===== config.mk =====
export PLATFORM = sky130hd
export DESIGN_NAME = util_fir_int
export DESIGN_NICKNAME = d
export VERILOG_FILES = /design/src/rtl/util_fir_pkg.sv /design/src/rtl/util_fir_int_lane.sv /design/src/rtl/util_fir_int.sv
export SDC_FILE = /design/constraint.sdc
export NUM_CORES = 1
export LEC_CHECK = 0
export ABC_CLOCK_PERIOD_IN_PS = 6000
export BUFFER_PORTS_ARGS = -buffer_cell sky130_fd_sc_hd__buf_2
export CAP_MARGIN = 20
export CORE_MARGIN = 8
export CORE_UTILIZATION = 46
export DETAILED_ROUTE_END_ITERATION = 12
export GPL_TIMING_DRIVEN = 0
export PLACE_DENSITY_LB_ADDON = 0.08
export SLEW_MARGIN = 40
export SYNTH_ARGS = -nofsm -noshare
export SYNTH_HDL_FRONTEND = slang
export SYNTH_SLANG_ARGS = --single-unit
export TNS_END_PERCENT = 30

===== constraint.sdc =====
create_clock -name aclk -period 6 [get_ports aclk]
set_input_delay 0.3 -clock aclk [delete_from_list [all_inputs] [get_ports aclk]]
set_output_delay 0.3 -clock aclk [all_outputs]
set_load 0.05 [all_outputs]

===== src/rtl/util_fir_pkg.sv =====
// -----------------------------------------------------------------------------
// util_fir_pkg
// Shared definitions for the util_fir interpolator family:
//   - default sample width and interpolation ratio
//   - clog2 helper used to size the phase counter and the divide-by-ratio shift
//   - handshake FSM state encodings
//   - packed-lane index constants for {channel_1, channel_0} stream words
// -----------------------------------------------------------------------------
package util_fir_pkg;

    localparam int DATA_WIDTH_DEF = 16;
    localparam int INT_FACTOR_DEF = 8;

    // Lane positions inside a packed stream word: lane i occupies
    // [i*DATA_WIDTH +: DATA_WIDTH]; with 16-bit samples ch0 = [15:0], ch1 = [31:16].
    localparam int CH0_IDX = 0;
    localparam int CH1_IDX = 1;
    localparam int CH0_LSB = 0;
    localparam int CH1_LSB = 16;

    // EMPTY: nothing pending on the master side. RUN: an output pair is presented.
    typedef enum logic [0:0] {
        ST_EMPTY = 1'b0,
        ST_RUN   = 1'b1
    } fir_state_e;

    // Ceiling log2; for the power-of-two ratios used here it is the exact shift.
    function automatic int clog2(input int value);
        int result;
        result = 0;
        for (int v = 1; v < value; v = v * 2) begin
            result = result + 1;
        end
        return result;
    endfunction

endpackage


===== src/rtl/util_fir_int_lane.sv =====
// -----------------------------------------------------------------------------
// util_fir_int_lane
// One channel of the interpolator: prev/curr history and the linear
// interpolation y_k = prev + ((curr - prev) * k) >>> SHIFT, plus the
// registered output sample.
//
// Ports:
//   clk, reset    : clock and synchronous active-high reset
//   i_clear       : clear history (mode change)
//   i_hist_load   : shift history, prev <= curr, curr <= i_x
//   i_out_load    : input accepted; load output with phase 0 value
//                   (i_x in bypass, old curr in interpolate)
//   i_bypass      : 1 = bypass mode
//   i_step        : advance output to phase i_k
//   i_k           : phase to compute when stepping
//   i_x           : incoming sample for this lane
//   o_y           : registered output sample
// -----------------------------------------------------------------------------
module util_fir_int_lane
    import util_fir_pkg::*;
#(
    parameter int DATA_WIDTH = DATA_WIDTH_DEF,
    parameter int SHIFT      = 3
) (
    input  logic                  clk,
    input  logic                  reset,
    input  logic                  i_clear,
    input  logic                  i_hist_load,
    input  logic                  i_out_load,
    input  logic                  i_bypass,
    input  logic                  i_step,
    input  logic [SHIFT-1:0]      i_k,
    input  logic [DATA_WIDTH-1:0] i_x,
    output logic [DATA_WIDTH-1:0] o_y
);

    localparam int PW = DATA_WIDTH + 1 + SHIFT;

    logic [DATA_WIDTH-1:0]   r_prev;
    logic [DATA_WIDTH-1:0]   r_curr;
    logic [DATA_WIDTH-1:0]   r_out;

    logic signed [DATA_WIDTH:0] w_diff;
    logic signed [PW-1:0]       w_diff_x;
    logic signed [PW-1:0]       w_k_x;
    logic signed [PW-1:0]       w_prod;
    logic signed [PW-1:0]       w_shifted;
    logic [DATA_WIDTH-1:0]      w_y;
    logic [SHIFT:0]             w_unused_hi;

    // Difference needs one extra bit: full-scale swings span 2^DATA_WIDTH - 1.
    assign w_diff    = $signed({r_curr[DATA_WIDTH-1], r_curr}) - $signed({r_prev[DATA_WIDTH-1], r_prev});
    assign w_diff_x  = {{SHIFT{w_diff[DATA_WIDTH]}}, w_diff};
    // Phase is non-negative, so zero-extend it into the signed product domain.
    assign w_k_x     = {{(DATA_WIDTH + 1){1'b0}}, i_k};
    assign w_prod    = w_diff_x * w_k_x;
    // Arithmetic shift floors toward -inf, so y_k never overshoots prev..curr.
    assign w_shifted = w_prod >>> SHIFT;
    // prev + shifted stays within prev..curr, so the low DATA_WIDTH bits of the
    // sum are exact; the upper shifted bits are pure sign extension.
    assign w_y         = r_prev + w_shifted[DATA_WIDTH-1:0];
    assign w_unused_hi = w_shifted[PW-1:DATA_WIDTH];

    assign o_y = r_out;

    // History registers: cleared on reset or mode change, shifted on input accept.
    always_ff @(posedge clk) begin
        if (reset) begin
            r_prev <= {DATA_WIDTH{1'b0}};
            r_curr <= {DATA_WIDTH{1'b0}};
        end else if (i_clear) begin
            r_prev <= {DATA_WIDTH{1'b0}};
            r_curr <= {DATA_WIDTH{1'b0}};
        end else if (i_hist_load) begin
            r_prev <= r_curr;
            r_curr <= i_x;
        end else begin
            r_prev <= r_prev;
            r_curr <= r_curr;
        end
    end

    // Output sample register: held stable unless a new phase is presented.
    always_ff @(posedge clk) begin
        if (reset) begin
            r_out <= {DATA_WIDTH{1'b0}};
        end else if (i_out_load) begin
            // Phase 0 of a new pair is the old curr, which becomes the new prev.
            r_out <= i_bypass ? i_x : r_curr;
        end else if (i_step) begin
            r_out <= w_y;
        end else begin
            r_out <= r_out;
        end
    end

endmodule


===== src/rtl/util_fir_int.sv =====
// -----------------------------------------------------------------------------
// util_fir_int
// Two-channel linear-interpolation upsampler (INT_FACTOR outputs per input)
// with a 1:1 bypass mode. Owns the stream handshake FSM, the shared phase
// counter and the mode register; per-channel arithmetic lives in
// util_fir_int_lane.
//
// Ports:
//   aclk, reset              : clock, synchronous active-high reset
//   s_axis_data_tvalid/tready: input pair handshake
//   s_axis_data_tdata        : {ch1, ch0} packed input pair
//   interpolate              : 1 = interpolate, 0 = bypass (level)
//   m_axis_data_tvalid/tready: output pair handshake
//   channel_0, channel_1     : registered output samples
// -----------------------------------------------------------------------------
module util_fir_int
    import util_fir_pkg::*;
#(
    parameter int INT_FACTOR = INT_FACTOR_DEF,
    parameter int DATA_WIDTH = DATA_WIDTH_DEF
) (
    input  logic                    aclk,
    input  logic                    reset,
    input  logic                    s_axis_data_tvalid,
    output logic                    s_axis_data_tready,
    input  logic [2*DATA_WIDTH-1:0] s_axis_data_tdata,
    input  logic                    interpolate,
    output logic                    m_axis_data_tvalid,
    input  logic                    m_axis_data_tready,
    output logic [DATA_WIDTH-1:0]   channel_0,
    output logic [DATA_WIDTH-1:0]   channel_1
);

    localparam int SHIFT = clog2(INT_FACTOR);
    localparam logic [SHIFT-1:0] LAST_PHASE = SHIFT'(INT_FACTOR - 1);
    localparam logic [SHIFT-1:0] PHASE_ONE  = SHIFT'(1);
    localparam logic [SHIFT-1:0] PHASE_ZERO = SHIFT'(0);

    fir_state_e       r_state;
    fir_state_e       w_state_nxt;
    logic             r_mode;
    logic [SHIFT-1:0] r_phase;

    logic             w_mismatch;
    logic             w_last;
    logic             w_s_ready;
    logic             w_accept;
    logic             w_out_xfer;
    logic             w_mode_upd;
    logic             w_hist_load;
    logic             w_step;
    logic             w_bypass;
    logic [SHIFT-1:0] w_k_next;

    assign w_k_next           = r_phase + PHASE_ONE;
    assign w_bypass           = ~r_mode;
    assign s_axis_data_tready = w_s_ready;
    assign m_axis_data_tvalid = (r_state == ST_RUN);

    // Handshake FSM: input ready, transfers, next state and datapath strobes.
    always_comb begin
        w_state_nxt = r_state;
        w_s_ready   = 1'b0;
        w_accept    = 1'b0;
        w_out_xfer  = 1'b0;
        w_mode_upd  = 1'b0;
        w_hist_load = 1'b0;
        w_step      = 1'b0;
        w_mismatch  = (interpolate != r_mode);
        w_last      = (r_phase == LAST_PHASE);

        // Input is refused while the requested mode differs from the active one,
        // so a mode switch always starts from an empty pipe.
        if (reset) begin
            w_s_ready = 1'b0;
        end else if (w_mismatch) begin
            w_s_ready = 1'b0;
        end else if (!r_mode) begin
            w_s_ready = (r_state == ST_EMPTY) || m_axis_data_tready;
        end else begin
            case (r_state)
                ST_EMPTY: w_s_ready = 1'b1;
                // Reload only as the final phase leaves: no bubble, no overwrite.
                ST_RUN:   w_s_ready = w_last && m_axis_data_tready;
                default:  w_s_ready = 1'b0;
            endcase
        end

        w_accept   = s_axis_data_tvalid && w_s_ready;
        w_out_xfer = (r_state == ST_RUN) && m_axis_data_tready;

        case (r_state)
            ST_EMPTY: begin
                w_mode_upd = w_mismatch;
                if (w_accept) begin
                    w_state_nxt = ST_RUN;
                end else begin
                    w_state_nxt = ST_EMPTY;
                end
            end
            ST_RUN: begin
                if (w_accept) begin
                    w_state_nxt = ST_RUN;
                end else if (w_out_xfer && (!r_mode || w_last)) begin
                    w_state_nxt = ST_EMPTY;
                end else begin
                    w_state_nxt = ST_RUN;
                end
            end
            default: begin
                w_state_nxt = ST_EMPTY;
            end
        endcase

        w_hist_load = w_accept && r_mode;
        w_step      = w_out_xfer && r_mode && !w_last && !w_accept;
    end

    // FSM state register.
    always_ff @(posedge aclk) begin
        if (reset) begin
            r_state <= ST_EMPTY;
        end else begin
            r_state <= w_state_nxt;
        end
    end

    // Mode register and shared phase counter.
    always_ff @(posedge aclk) begin
        if (reset) begin
            r_mode  <= 1'b0;
            r_phase <= PHASE_ZERO;
        end else if (w_mode_upd) begin
            r_mode  <= interpolate;
            r_phase <= PHASE_ZERO;
        end else if (w_hist_load) begin
            r_mode  <= r_mode;
            r_phase <= PHASE_ZERO;
        end else if (w_step) begin
            r_mode  <= r_mode;
            r_phase <= w_k_next;
        end else begin
            r_mode  <= r_mode;
            r_phase <= r_phase;
        end
    end

    util_fir_int_lane #(
        .DATA_WIDTH (DATA_WIDTH),
        .SHIFT      (SHIFT)
    ) u_lane_ch0 (
        .clk         (aclk),
        .reset       (reset),
        .i_clear     (w_mode_upd),
        .i_hist_load (w_hist_load),
        .i_out_load  (w_accept),
        .i_bypass    (w_bypass),
        .i_step      (w_step),
        .i_k         (w_k_next),
        .i_x         (s_axis_data_tdata[CH0_IDX*DATA_WIDTH +: DATA_WIDTH]),
        .o_y         (channel_0)
    );

    util_fir_int_lane #(
        .DATA_WIDTH (DATA_WIDTH),
        .SHIFT      (SHIFT)
    ) u_lane_ch1 (
        .clk         (aclk),
        .reset       (reset),
        .i_clear     (w_mode_upd),
        .i_hist_load (w_hist_load),
        .i_out_load  (w_accept),
        .i_bypass    (w_bypass),
        .i_step      (w_step),
        .i_k         (w_k_next),
        .i_x         (s_axis_data_tdata[CH1_IDX*DATA_WIDTH +: DATA_WIDTH]),
        .o_y         (channel_1)
    );

endmodule


### After elaboration in Yosys (flattened, before gate mapping)

Index checks and enable logic that the tools add are counted.

* bits in registers: 101
* bits of input ports: 37
* word-level logic and storage cells: 50
* output and inout bits: 34

* reductions and logical operators: 16
* bitwise operators: 1
* equality and inequality tests: 2
* multipliers: 2
* multiplexer cells: 15
* $add $sub $neg: 5

Operators by type and width (number)
* 16-bit two-way mux: 6
* 17-bit by 4-bit multiplier with 19-bit output: 2
* 16-bit by 16-bit subtractor with 17-bit output: 2
* 16-bit adder: 2
* 1-bit logical AND: 8
* 1-bit two-way mux: 7
* 1-bit case mux with 2 select lines: 2
* 3-bit by 1-bit adder with 3-bit output, second input constant: 1
* 3-bit equality test, second input constant: 1
* 1-bit logical NOT: 3
* 3-bit OR reduction: 1
* 1-bit logical OR: 2
* 2-bit nonzero test: 1
* 2-bit OR reduction: 1
* 1-bit != test: 1
* 1-bit NOT: 1

### Logic depth before layout (Yosys ltp)

* depth after elaboration: 11
* depth in mapped cells: 31
* gate-level depth less buffers: 31

### Modules after synthesis

A second synthesis with hierarchy kept.

* cells, all modules: 1301
* area, all modules: 10642.7 sq um

By module, submodules not included
* util_fir_int_lane (u_lane_ch0): seq. area each 960.9 sq um, instances 1, cells each 636, area each 5177.5 sq um
* util_fir_int_lane (u_lane_ch1): seq. area each 960.9 sq um, instances 1, cells each 631, area each 5148.7 sq um
* util_fir_int: seq. area each 100.1 sq um, instances 1, cells each 34, area each 316.6 sq um

### Worst setup path after synthesis

No wires, ideal clock.

* path type: reg-to-reg
* from: reg u_lane_ch0.r_prev[1]
* to: reg u_lane_ch0.r_out[15] (netlist: u_lane_ch0.o_y[15])
* stages on the path, launching flop included: 32
* period minus slack after synthesis: 6.169 ns
* setup time: 0.103 ns
* buffers on the path: 0
* arrival: 6.065 ns
* data required time: 5.897 ns
* setup slack: -0.169 ns
* cells stage by stage: dfxtp_1 -> inv_1 -> ha_1 -> nor2b_1 -> o21ai_0 -> a21boi_0 -> o21ai_0 -> nor2b_1 -> xnor2_1 -> and2_1 -> ha_1 -> inv_1 -> fa_1 -> inv_1 -> ha_1 -> and3_1 -> a21oi_1 -> o211ai_1 -> a21oi_1 -> o21ba_2 -> o21bai_1 -> a21oi_1 -> xnor2_1 -> ha_1 -> a21o_1 -> nor2_1 -> o31ai_2 -> a2111oi_1 -> nor3_2 -> xnor3_1 -> xor2_1 -> a2111oi_2

* longest elaborated chain between the ends: 5

RTL lines
* start: declaration: RTL line util_fir_int_lane.sv:39 `logic [DATA_WIDTH-1:0] r_prev;`
* start signal: assignment: RTL line util_fir_int_lane.sv:69 `r_prev <= {DATA_WIDTH{1'b0}};`
* start signal: assignment: RTL line util_fir_int_lane.sv:72 `r_prev <= {DATA_WIDTH{1'b0}};`
* start signal: assignment: RTL line util_fir_int_lane.sv:75 `r_prev <= r_curr;`
* 16-bit by 16-bit subtractor with 17-bit output: RTL line util_fir_int_lane.sv:52 `assign w_diff = $signed({r_curr[DATA_WIDTH-1], r_curr}) - $signed({r_prev[DATA_WIDTH-1], r_prev});`
* 17-bit by 4-bit multiplier with 19-bit output: RTL line util_fir_int_lane.sv:56 `assign w_prod = w_diff_x * w_k_x;`
* 16-bit adder *: RTL line util_fir_int_lane.sv:61 `assign w_y = r_prev + w_shifted[DATA_WIDTH-1:0];`
* 16-bit two-way mux *: RTL line util_fir_int_lane.sv:90 `end else if (i_step) begin`
* 16-bit two-way mux *: RTL line util_fir_int_lane.sv:87 `end else if (i_out_load) begin`
* end signal: assignment: RTL line util_fir_int_lane.sv:86 `r_out <= {DATA_WIDTH{1'b0}};`
* end signal: assignment: RTL line util_fir_int_lane.sv:89 `r_out <= i_bypass ? i_x : r_curr;`
* end signal: assignment: RTL line util_fir_int_lane.sv:91 `r_out <= w_y;`
* end: declaration: RTL line util_fir_int_lane.sv:41 `logic [DATA_WIDTH-1:0] r_out;`

Every way passes the cells marked *; elsewhere a longest branch is shown, timed or not. The select of a mux whose other input is x is not followed.
A chain may end at the register's enable or synchronous reset.

### Worst setup path after layout

Same ends and word-level chain as after synthesis.

==> metrics <==
syn nets=1546; switching share of power=32.71%; routed vias=9589; max-cap violations=0; unrepaired setup endpoints after global routing=yes; Final HPWL DP=24.49 mm; most used flip-flop cell after synthesis=dfxtp_1; fill count=2139; clock skew=0.009472 ns; Slew Limit Fails=0; final setup vio count=1; Final ANT Viol Nets=0; TritonRoute pass-1 iters=5; f_max=165.5 MHz; post-placement cell area=11130 um^2; CTS tree=yes; endpoint class of the critical path=flip-flop; share of power burned in the clock network=36.3%; Tightest Pin Transition=0.6925 ns; CP Max Fanout=4; root buffer cell=clkbuf_16; CP top delay family=compound AO/OA/AOI/OAI gates; Tmin final=6.044 ns; CTS max path bufs=2; Leak=0.005564 uW; combinational share of power=21.8%; CP Class=flip-flop to flip-flop; GPL Wtd Cong=0.8630; Avg Inst Size Synth=7.766 um^2; Mapped Cells=1339; area of the multi-input gates=8477 um^2; Storage cell area=2037 um^2; Core Region=22430 um^2; Residual DRC=0; I/O Buffers=70; Worst Path Buf+Inv=3; largest net degree at the start of global routing=20; Synth warnings=0; latest clock arrival within the worst-skew pair=0.35 ns; Synth async-reset ratio=0%; peak supply drop=182.3 uV; total CTS buffers=9; H-Tree Depth=3; Place WS=-0.7908 ns; Cell Int Power=1111 uW; slowest stage delay, CP=0.53 ns; GRT Util Overall=22.02%; Fin. Hold Viols=0; failing checks=setup timing; vias in the first global route=9485; Overflow after GRT=0; Synth-to-Final Area Change=23.38%; antenna violations before repair=0; Setup WS post-layout=-0.04376 ns; outcome=finished with violations; n_diodes=0; 1st-iter DRT viols=409; Final Routed Wirelength=31.41 mm; Initial Utilization=46.35%; Rel. slew slack=53.84%; Synth Register Bits=101; switching power=539.8 uW; worst path required time=6.25 ns; first-pass GRT wire length=49.51 mm; sequential share of power=42.0%; critical path launch point type=flip-flop; Die Ht=166.4 um; register clock-pin slew on the reported worst setup and hold paths=0.08 ns; distinct cell type count after synthesis=66; Post-synth EDFFs=0; I/O Pins=71; placed cells=1694; Layout Cells excl Fill=1766; Hold WC Path Type=primary input to flip-flop; die area=27670 um^2; synthesized cell area=10400 um^2; Tcrit/Tclk final=100.7%; via/cell ratio=5.430; Die Width=166.4 um; pwr dens=128.6 nW/um^2; total power=1650 uW; Non-Filler Cell Area, Final=12830 um^2; Slowest cell on crit path=fa_1; Final nets=1683; row count=55; Total Neg Setup Slack=-0.04376 ns; share of cells above drive strength 1=21.81%; Seq/Total Area, Yosys=19.44%; post-DR wirelength/cell=17.79 um; Arr. time, crit path=6.29 ns; clock sink total=101
## stage by stage
stage | util, % | hold slack, ns
floorplan | - | 0.4360
global placement | 49.63 | 0.4516
detailed placement | 49.63 | 0.4634
CTS | 54.72 | 0.1773
global route | 57.19 | 0.1892
finish | 57.19 | 0.1845
## state kept, by name, summed over array words and instances (netlist names)
| name | flops |
|---|---|
| u_lane_ch1.r_prev | 16 |
| u_lane_ch0.r_curr | 16 |
| m_axis_data_tvalid | 1 |
| u_lane_ch0.o_y | 16 |
| u_lane_ch0.r_prev | 16 |
| u_lane_ch1.r_curr | 16 |
| u_lane_ch1.o_y | 16 |
| r_phase | 3 |
| r_mode | 1 |
## what timing repair did
action,in CTS,in global routing
resized for setup,121,82
setup buffers,39,19
hold buffers,0,0
pin swaps,81,71
endpoints found under the setup margin,15,12
## final timing paths
kind                                            start              endpoint  slack [ns]  cells after the start
worst max-delay path             u_lane_ch0.r_prev[1]    u_lane_ch0.o_y[15]       -0.04                     31
worst min-delay path            s_axis_data_tdata[25]  u_lane_ch1.r_curr[9]        0.18                      3
worst max register to register   u_lane_ch0.r_prev[1]    u_lane_ch0.o_y[15]       -0.04                     31
worst min register to register             r_phase[2]            r_phase[2]        0.48                      2
## power by group through the flow
stage / registers [uW] / clock network [uW] / logic, uW
global placement: 709 / 0 / 309
CTS: 692 / 603 / 339
floorplan: 751 / 0 / 176
global route: 694 / 630 / 388
detailed placement: 710 / 0 / 312
finish: 692 / 599 / 359
## cell families (layout without fill, tap and decap cells)
group	count (synthesis)	in the layout	share of synthesized area (%)
adder cells (fa/ha/maj)	170	170	23.05
multiplexers	30	30	2.888
AND/OR/NAND/NOR	414	414	19.14
flip-flops	101	101	19.44
AO/OA/AOI/OAI	309	309	19.90
buffers and inverters	232	374	8.447
XOR/XNOR	83	83	7.123
## area by class of cell
cell class	count	share of cell area, %
Sequential cell	101	15.88
Tap cell	285	2.779
Buffer	55	1.707
Inverter	175	5.120
Clock inverter	7	0.5071
Clock buffer	9	1.755
Multi-Input combinational cell	1006	66.07
Timing Repair Buffer	128	6.183
## synthesized netlist by cell type, types with 30 or more instances
master    count  area [um^2]
o31ai_1      31        232.7
dfxtp_1     101         2022
nor2_1       80        300.3
a21oi_1      96        480.5
o21ai_0      43        215.2
mux2i_1      30        300.3
nand2b_1     32        200.2
clkbuf_1     43        161.4
nor2b_1      39        244.0
fa_1         36        720.7
xnor2_1      64        560.5
and2_1       52        325.3
nand2_1     148        555.5
inv_1       174        653.1
a211oi_1     49        367.9
ha_1        134         1677
## per-layer routing
metal  vias to the layer above  wire length, um  share of wire (%)  GRT usage [%]
met4                         0              774                2.5          6.032
met3                        45              598                1.9          2.020
met5                         -                0                  0              0
li1                       4796                -                  -              -
met2                       128            16370                 52          41.06
met1                      4620            13670                 44          26.48
## layout by cell type, fill, tap and decap left out, drive strengths merged, types with 30 or more instances in the layout
cell / instances
inv: 180
nand2: 148
buf: 142
ha: 134
dfxtp: 101
a21oi: 96
nor2: 80
xnor2: 64
and2: 52
a211oi: 50
clkbuf: 50
o21ai: 47
nor2b: 39
fa: 36
nand2b: 32
o31ai: 32
mux2i: 30
## worst reg2reg max path, delay by kind of cell, from the launching register on
kind                     cells  cell delay, ns
AO/OA/AOI/OAI               13            2.27
AND/OR/NAND/NOR              6            0.88
adder cells (fa/ha/maj)      5            1.60
flip-flops                   1            0.36
buffers and inverters        3            0.17
XOR/XNOR                     4            0.68
(Power assumes the default switching activity.)
